--- src/rtl/i2c_pkg.sv ---
// Shared types for the multi-line I2C sender: FSM state encoding and the
// line-select width helper.
package i2c_pkg;

    typedef enum logic [2:0] {
        IDLE,
        STA,
        BIT,
        ACK,
        STP,
        FIN
    } state_e;

    // A single-line build still needs a one-bit select port.
    function automatic int sel_width(input int n_lines);
        return (n_lines > 1) ? $clog2(n_lines) : 1;
    endfunction

endpackage

--- src/rtl/i2c_phase_timer.sv ---
// Quarter-SCL-period timer: strobes once every CLK_DIV cycles while running
// and counts the four quarter phases of a bit.
module i2c_phase_timer #(
    parameter int CLK_DIV = 25
) (
    input  logic       clk_i,
    input  logic       rst_i,
    input  logic       run_i,
    input  logic       clr_i,
    output logic       qstb_o,
    output logic [1:0] phase_o
);

    localparam int            CW       = (CLK_DIV > 1) ? $clog2(CLK_DIV) : 1;
    localparam logic [CW-1:0] CNT_LAST = CW'(CLK_DIV - 1);

    logic [CW-1:0] cnt_q, cnt_d;
    logic [1:0]    phase_q, phase_d;
    logic          qstb;

    always_comb begin
        qstb    = run_i && (cnt_q == CNT_LAST);
        cnt_d   = cnt_q + 1'b1;
        phase_d = phase_q;
        if (!run_i) begin
            cnt_d   = '0;
            phase_d = 2'd0;
        end else if (qstb) begin
            // The FSM clears the phase on a state change so every state starts at quarter 0.
            cnt_d   = '0;
            phase_d = clr_i ? 2'd0 : phase_q + 2'd1;
        end
    end

    always_ff @(posedge clk_i or posedge rst_i) begin
        if (rst_i) begin
            cnt_q   <= '0;
            phase_q <= 2'd0;
        end else begin
            cnt_q   <= cnt_d;
            phase_q <= phase_d;
        end
    end

    assign qstb_o  = qstb;
    assign phase_o = phase_q;

endmodule

--- src/rtl/i2c_multi_sender.sv ---
// Write-only I2C master that sends up to MAX_BYTES bytes on one of N_LINES
// open-drain SCL/SDA pairs, stopping early on a NACK.
module i2c_multi_sender
    import i2c_pkg::*;
#(
    parameter int N_LINES   = 2,
    parameter int MAX_BYTES = 4,
    parameter int CLK_DIV   = 25
) (
    input  logic                               clk_i,
    input  logic                               rst_i,
    input  logic                               start_i,
    input  logic [sel_width(N_LINES)-1:0]      line_sel_i,
    input  logic [$clog2(MAX_BYTES+1)-1:0]     nbytes_i,
    input  logic [8*MAX_BYTES-1:0]             data_i,
    input  logic [N_LINES-1:0]                 sda_in_i,
    output logic [N_LINES-1:0]                 scl_oe_o,
    output logic [N_LINES-1:0]                 sda_oe_o,
    output logic                               busy_o,
    output logic                               done_o,
    output logic                               nack_o
);

    localparam int             LW        = sel_width(N_LINES);
    localparam int             NBW       = $clog2(MAX_BYTES + 1);
    localparam int             DW        = 8 * MAX_BYTES;
    localparam logic [NBW-1:0] NB_MAX    = NBW'(MAX_BYTES);
    localparam logic [LW:0]    N_LINES_W = (LW + 1)'(N_LINES);

    state_e           state_q, state_d;
    logic [LW-1:0]    line_q, line_d;
    logic [NBW-1:0]   nbytes_q, nbytes_d;
    logic [NBW-1:0]   byte_cnt_q, byte_cnt_d;
    logic [DW-1:0]    data_q, data_d;
    logic [2:0]       bit_cnt_q, bit_cnt_d;
    logic             nack_q, nack_d;

    logic             qstb, run, clr;
    logic [1:0]       phase;
    logic             scl_pull, sda_pull, busy, done;
    logic [N_LINES-1:0] line_hit;
    logic             sda_sel, start_bad;

    i2c_phase_timer #(.CLK_DIV(CLK_DIV)) u_timer (
        .clk_i   (clk_i),
        .rst_i   (rst_i),
        .run_i   (run),
        .clr_i   (clr),
        .qstb_o  (qstb),
        .phase_o (phase)
    );

    always_comb begin
        line_hit = '0;
        for (int i = 0; i < N_LINES; i++) line_hit[i] = (line_q == LW'(i));
    end

    assign sda_sel   = |(sda_in_i & line_hit);
    assign start_bad = (nbytes_i == '0) || (nbytes_i > NB_MAX) ||
                       ({1'b0, line_sel_i} >= N_LINES_W);
    assign run       = (state_q == STA) || (state_q == BIT) ||
                       (state_q == ACK) || (state_q == STP);

    // NOTE: every signal driven here gets a default first, so no latch is inferred.
    always_comb begin
        state_d    = state_q;
        line_d     = line_q;
        nbytes_d   = nbytes_q;
        byte_cnt_d = byte_cnt_q;
        data_d     = data_q;
        bit_cnt_d  = bit_cnt_q;
        nack_d     = nack_q;
        clr        = 1'b0;
        scl_pull   = 1'b0;
        sda_pull   = 1'b0;
        busy       = 1'b0;
        done       = 1'b0;

        case (state_q)
            IDLE: begin
                if (start_i) begin
                    line_d     = line_sel_i;
                    nbytes_d   = nbytes_i;
                    data_d     = data_i;
                    byte_cnt_d = '0;
                    bit_cnt_d  = 3'd0;
                    nack_d     = start_bad;
                    state_d    = start_bad ? FIN : STA;
                end
            end
            STA: begin
                busy     = 1'b1;
                sda_pull = 1'b1;
                scl_pull = (phase == 2'd1);
                if (qstb && phase == 2'd1) begin
                    clr     = 1'b1;
                    state_d = BIT;
                end
            end
            BIT: begin
                busy     = 1'b1;
                sda_pull = ~data_q[DW-1];
                scl_pull = (phase == 2'd0) || (phase == 2'd3);
                if (qstb && phase == 2'd3) begin
                    // Shifting per bit leaves the next byte at the top after eight bits.
                    data_d    = {data_q[DW-2:0], 1'b0};
                    bit_cnt_d = bit_cnt_q + 3'd1;
                    if (bit_cnt_q == 3'd7) begin
                        clr     = 1'b1;
                        state_d = ACK;
                    end
                end
            end
            ACK: begin
                busy     = 1'b1;
                scl_pull = (phase == 2'd0) || (phase == 2'd3);
                if (qstb && phase == 2'd1) nack_d = sda_sel;
                if (qstb && phase == 2'd3) begin
                    clr        = 1'b1;
                    byte_cnt_d = byte_cnt_q + 1'b1;
                    bit_cnt_d  = 3'd0;
                    state_d    = (nack_q || (byte_cnt_q + 1'b1 == nbytes_q)) ? STP : BIT;
                end
            end
            STP: begin
                busy     = 1'b1;
                sda_pull = 1'b1;
                scl_pull = (phase == 2'd0);
                if (qstb && phase == 2'd1) begin
                    clr     = 1'b1;
                    state_d = FIN;
                end
            end
            FIN: begin
                done    = 1'b1;
                state_d = IDLE;
            end
            default: state_d = IDLE;
        endcase
    end

    // NOTE: sequential state uses non-blocking assignments only; the payload
    // register is ordinary flops, so it is cleared by reset like the rest.
    always_ff @(posedge clk_i or posedge rst_i) begin
        if (rst_i) begin
            state_q    <= IDLE;
            line_q     <= '0;
            nbytes_q   <= '0;
            byte_cnt_q <= '0;
            data_q     <= '0;
            bit_cnt_q  <= 3'd0;
            nack_q     <= 1'b0;
        end else begin
            state_q    <= state_d;
            line_q     <= line_d;
            nbytes_q   <= nbytes_d;
            byte_cnt_q <= byte_cnt_d;
            data_q     <= data_d;
            bit_cnt_q  <= bit_cnt_d;
            nack_q     <= nack_d;
        end
    end

    // Outputs decode the registered state, so reset releases every line at once.
    assign scl_oe_o = line_hit & {N_LINES{scl_pull}};
    assign sda_oe_o = line_hit & {N_LINES{sda_pull}};
    assign busy_o   = busy;
    assign done_o   = done;
    assign nack_o   = nack_q;

endmodule

--- config.mk ---
export PLATFORM = sky130hd
export DESIGN_NAME = i2c_multi_sender
export DESIGN_NICKNAME = d
export VERILOG_FILES = /design/src/rtl/i2c_pkg.sv /design/src/rtl/i2c_phase_timer.sv /design/src/rtl/i2c_multi_sender.sv
export SDC_FILE = /design/constraint.sdc
export NUM_CORES = 1
export LEC_CHECK = 0
export CAP_MARGIN = 10
export CORE_MARGIN = 2
export CORE_UTILIZATION = 50
export CTS_BUF_LIST = sky130_fd_sc_hd__clkbuf_16
export CTS_CLUSTER_SIZE = 40
export DETAILED_ROUTE_END_ITERATION = 6
export PLACE_DENSITY = 0.74
export SLEW_MARGIN = 5
export SYNTH_ARGS = -nofsm -noshare
export SYNTH_HDL_FRONTEND = slang
export SYNTH_SLANG_ARGS = --single-unit
--- constraint.sdc ---
create_clock -name clk_i -period 2.4 [get_ports clk_i]
set_input_delay 0.48 -clock clk_i [delete_from_list [all_inputs] [get_ports clk_i]]
set_output_delay 0.48 -clock clk_i [all_outputs]
set_load 0.02 [all_outputs]
# Yosys cells after proc, flatten, opt, wreduce, memory -nomap -nowiden
# Index checks and enable logic that the tools add are counted.
[totals] ff_bits=53 input_bits=41 out_inout_bits=7
[classes] add_sub_neg=4 order_cmp=1 n_eq_ne=18 muxes=35 bitwise=5 reduce_logical=25
[op_table] cell="$mux 32" count=2
[op_table] cell="$pmux 32 s2" count=1
[op_table] cell="$mux 3" count=12
[op_table] cell="$pmux 3 s5" count=1
[op_table] cell="$ne 2x1->1 const B" count=6
[op_table] cell="$mux 5" count=2
[op_table] cell="$eq 3x3->1 const B" count=3
[op_table] cell="$pmux 3 s3" count=1
[op_table] cell="$reduce_and 3->1" count=3
[op_table] cell="$mux 1" count=8
[op_table] cell="$add 3x1->3 const B" count=2
[op_table] cell="$and 2x2->2" count=3
[op_table] cell="$eq 3x2->1 const B" count=2
[op_table] cell="$logic_not 3->1" count=2
[op_table] cell="$logic_or 1x1->1" count=6
[op_table] cell="$mux 2" count=3
[op_table] cell="$pmux 1 s3" count=2
[op_table] cell="$pmux 3 s2" count=1
[op_table] cell="$reduce_and 6->1" count=1
[op_table] cell="$reduce_or 2->1" count=3
[op_table] cell="$add 5x1->5 const B" count=1
[op_table] cell="$eq 5x5->1 const B" count=1
[op_table] cell="$ne 2x2->1 const B" count=2
[op_table] cell="$pmux 1 s2" count=2
[op_table] cell="other kinds (14)" count=18

# Depth between registers and ports, before layout
[depth] word_depth=11 mapped_depth=8

# Cells and area by module
# From an unflattened synthesis, not the netlist that was laid out.
[unflattened] hier_cells=283 area_unflattened_um2=2867.8
[by_module_without_submodules] mod="i2c_multi_sender" instances=1 cells_each=251 area_each_um2=2524.9 seq_area_each_um2=1151.1
[by_module_without_submodules] mod="i2c_phase_timer" instances=1 cells_each=32 area_each_um2=342.8 seq_area_each_um2=175.2

# Worst setup path after synthesis
# Ideal clock, no wire load.
[synth_path] path_kind="register to output" from="register state_q[2]" to="output sda_oe_o[0]" arrival_time_ns=1.551 required_time_ns=1.920 slack_ns=0.369 path_stages_with_launch=7 path_buffers=2 cell_sequence="dfrtp_1 > buf_2 > nand2b_1 > nor2_2 > buf_2 > a21oi_1 > nor2_1"
[synth_via] elab_chain_len=4 word_cells_on_any_way=6 cone_classes="eq/ne: 3; mux: 1; bitwise: 1; reduce/logical: 1"
[synth_lines] element="from (decl)" line="i2c_multi_sender.sv:30" text="state_e state_q, state_d;"
[synth_lines] element="from (signal assigned)" line="i2c_multi_sender.sv:154" text="state_q <= state_d;"
[synth_lines] element="$eq 3x1->1 / $eq 3x3->1 (equally long branches)" line="i2c_multi_sender.sv:79" text="case (state_q)"
[synth_lines] element="$reduce_or 2->1 (no source line)"
[synth_lines] element="$pmux 1 s2 (*)" line="i2c_multi_sender.sv:79"
[synth_lines] element="$and 2x2->2 (*)" line="i2c_multi_sender.sv:166" text="assign sda_oe_o = line_hit & {N_LINES{sda_pull}};"
[synth_lines] element="to (decl)" line="i2c_multi_sender.sv:18" text="output logic [N_LINES-1:0] sda_oe_o,"
# Mark *: on every way between the ends. The rest lies on a longest branch, timed or not.

# Final worst setup path
[layout_path] from="register u_timer.phase_q[0], in the netlist u_timer.phase_o[0]" to="output scl_oe_o[0]"
[layout_via] elab_chain_len=4 word_cells_on_any_way=6 cone_classes="eq/ne: 2; mux: 1; bitwise: 1; reduce/logical: 2"
[layout_lines] element="from (decl)" line="i2c_phase_timer.sv:18" text="logic [1:0] phase_q, phase_d;"
[layout_lines] element="from (signal assigned)" line="i2c_phase_timer.sv:41" text="phase_q <= phase_d;"
[layout_lines] element="$eq 2x2->1 / $logic_not 2->1 (equally long branches)" line="i2c_multi_sender.sv:103, i2c_multi_sender.sv:116, i2c_multi_sender.sv:128"
[layout_lines] element="$logic_or 1x1->1" line="i2c_multi_sender.sv:103, i2c_multi_sender.sv:116"
[layout_lines] element="$pmux 1 s3 (*)" line="i2c_multi_sender.sv:79"
[layout_lines] element="$and 2x2->2 (*)" line="i2c_multi_sender.sv:165" text="assign scl_oe_o = line_hit & {N_LINES{scl_pull}};"
[layout_lines] element="to (decl)" line="i2c_multi_sender.sv:17" text="output logic [N_LINES-1:0] scl_oe_o,"
# Marks and branches as above.

==> flow_metrics.py <==
metrics = {
    "clock_network": {
        "holdBufCountCts": 0,
        "clk_pin_slew_worst_paths_ns": 0.06,
        "cts_tree": "yes",
        "htree_levels": 2,
        "postCtsSetupRepairBufs": 0,
        "clock_latency_ns": 0.29,
        "cts.sinks": 53,
        "cts_buffer_depth": 2,
        "cts_root_buf": "clkbuf_16",
        "cts-buffers-inserted": 5,
    },
    "die": {
        "core.rowCount": 28,
        "initial_utilization_pct": 50.90,
        "fp.dieW_um": 80.95,
        "coreArea_um2": 5816,
        "chipHeight_um": 80.95,
        "dieArea_um2": 6552,
        "io-pin-count": 48,
    },
    "logic_synthesis": {
        "syn_area_um2": 2960,
        "netlist.area_leader.share_pct": 44.80,
        "synth_cells": 239,
        "ys_warn_count": 0,
        "ys_types": 49,
        "seq_area_frac_synth_pct": 44.80,
        "synth_nets": 288,
        "ys_top_cells_by_area": "dfrtp_1, mux2_2, mux2_4, ha_1, mux2i_1",
        "syn_area_per_cell_um2": 12.39,
        "synthArstFlopShare_pct": 100.0,
        "ys.flop_type": "dfrtp_1",
        "synth_seq_cells": 53,
        "yosysMostFrequentCell": "mux2_2",
        "synth-edff-count": 0,
        "synth_commonest_cells": "mux2_2, dfrtp_1, inv_1",
        "synth_area_leader_cell": "dfrtp_1",
    },
    "timing": {
        "maxSlewHeadroom_pct": 73.58,
        "hold_viol_final": 0,
        "final.period_utilization_pct": 93.42,
        "rsz0062_at_grt": "no",
        "setup_ws_ns": 0.1579,
        "setup_viol": 0,
        "worstMarginPinSlew_ns": 0.3963,
        "setup_tns_ns": 0,
        "fin_skew_ns": 0.005637,
        "fmax_mhz": 446.0,
        "period_minus_slack_ns": 2.242,
        "drv_slew": 0,
    },
    "worst_hold_path": {
        "hold_path_depth": 1,
        "hp-class": "reg2reg",
        "whs_endpoint": "u_timer.cnt_q[0]",
        "worstHoldStart": "u_timer.cnt_q[0]",
    },
    "setup_path": {
        "worstSetupPathType": "reg2out",
        "cp-end-kind": "output pin",
        "rr_worst_depth": 7,
        "cp-start-kind": "register",
        "r2r-start": "u_timer.cnt_q[0]",
        "required_ns": 1.92,
        "r2r_slack_ns": 0.27,
        "crit_fanout": 6,
        "arrival_ns": 1.76,
        "r2r-end": "data_q[5]",
    },
    "placement": {
        "hpwl_mm": 3.860,
        "post-place-ws_ns": 0.1933,
        "place_congestion": 0.8643,
        "portBuffers": 47,
    },
    "power_and_ir_drop": {
        "vdd_ir_drop_max_v": 0.0005021,
        "p_per_area_nw_per_um2": 966.8,
        "leakage_nw": 1.605,
    },
    "route": {
        "finalWirelength_mm": 5.347,
        "dr_total_vias": 1932,
        "via_per_inst": 5.279,
        "ant_nets": 0,
        "wl_per_cell_um": 14.61,
        "firstDrtPassIters": 4,
        "first_iter_violations": 85,
        "drc": 0,
    },
    "layout": {
        "diodes": 0,
        "synthToLayoutAreaGrowth_pct": 25.57,
        "layout.nets": 340,
        "drive_above_1_share_pct": 31.96,
    },
    "grt": {
        "grt_pass1_wl_mm": 8.880,
        "grt_pass1_vias": 1985,
        "grt_max_degree": 54,
        "grt_overflow": 0,
        "grtUsageTotal_pct": 17.57,
        "antenna_found_initial": 0,
    },
    "status": {
        "status": "complete, no violations",
    },
    "job": {
        "maxCapViolCount": 0,
    },
}
==> how the worst max path moves through the flow <==
stage / startpoint / end / slack [ns] / cells past startpoint
final: u_timer.phase_o[0] / scl_oe_o[0] / 0.16 / 6
after global placement: state_q[0] / sda_oe_o[1] / 0.25 / 5
after CTS: state_q[0] / sda_oe_o[0] / 0.008 / 5
after global routing: u_timer.phase_o[1] / scl_oe_o[1] / 0.03 / 7
after detailed placement: u_timer.phase_o[1] / scl_oe_o[0] / 0.19 / 7
after floorplan: state_q[2] / sda_oe_o[0] / 0.37 / 6
==> final cells by class <==
class                           instances  area [um^2]
Fill cell                             488         2098
Multi-Input combinational cell        161         1508
Sequential cell                        53         1328
Timing Repair Buffer                   57        579.3
Clock buffer                            5        125.1
Tap cell                               75        93.84
Inverter                               13        48.80
Clock inverter                          2        35.03
==> power by group <==
group | leakage [nW] | total, mW | internal [mW] | switching (mW)
logic | 0.877 | 1.34 | 0.770 | 0.572
clock network | 0.0797 | 0.785 | 0.484 | 0.301
registers | 0.648 | 1.47 | 1.25 | 0.212
==> metal layers <==
metal  vias up  share of wire (%)  track usage (%)
li1        954                  -                -
met1       942                 46            21.43
met2        29                 50            31.49
met3         7                2.8            3.444
met4         0                1.3            5.085
met5         -                  0                0
==> cell families after synthesis <==
logic type | synth area share, %
AOI/OAI and AO/OA | 6.721
buffers and inverters | 4.522
muxes | 28.40
adders and majority gates | 3.381
DFF | 44.80
xor gates and xnor gates | 2.832
and+or+nand+nor | 9.341
==> sequential cells by signal, indices dropped and copies added, names as in the netlist <==
signal / count
data_q: 32
u_timer.phase_o: 2
byte_cnt_q: 3
nbytes_q: 3
u_timer.cnt_q: 5
state_q: 3
line_q: 1
bit_cnt_q: 3
nack_o: 1
==> worst max-delay path, stage by stage (launching register included) <==
cell and delay [ns]:
dfrtp_1 0.42, ha_1 0.30, nand3b_1 0.11, o21ai_0 0.08, a22oi_1 0.18, nor2_1 0.06, dlygate4sd2_1 0.32
==> stage by stage <==
step | hold slack [ns] | area [um^2] | std cells | power (mW) | utilization, %
after floorplan | 0.4522 | 2960 | 239 | 2.406 | -
after global placement | 0.4689 | 3545 | 359 | 2.790 | 60.95
after detailed placement | 0.4793 | 3545 | 359 | 2.840 | 60.95
after CTS | 0.4881 | 3710 | 366 | 3.642 | 63.79
after global routing | 0.5093 | 3717 | 366 | 3.824 | 63.92
final | 0.4830 | 3717 | 366 | 3.594 | 63.92
==> cell usage in the layout, fill, tap and decap left out, types with 2 or more instances in the layout <==
master,netlist,layout
a211o_1,2,2
a21oi_1,6,6
and3_1,2,2
buf_12,0,2
buf_4,1,7
clkbuf_16,0,5
clkdlybuf4s50_1,0,42
dfrtp_1,53,52
dlygate4sd2_1,0,2
dlymetal6s2s_1,0,3
ha_1,8,8
inv_1,13,12
mux2_2,55,55
mux2_4,10,10
mux2i_1,6,6
nand2_1,9,9
nand3_1,5,5
nand3b_1,3,3
nor2_1,12,11
nor3_1,2,2
o21ai_0,6,6
xnor2_1,3,3
xor2_1,4,4
==> what timing repair did <==
item / 4_1_cts / 5_1_grt
pin swaps: 0 / 1
setup endpoints to repair: 4 / 3
resized for setup: 5 / 3
Power figures use the tool's default switching activity.
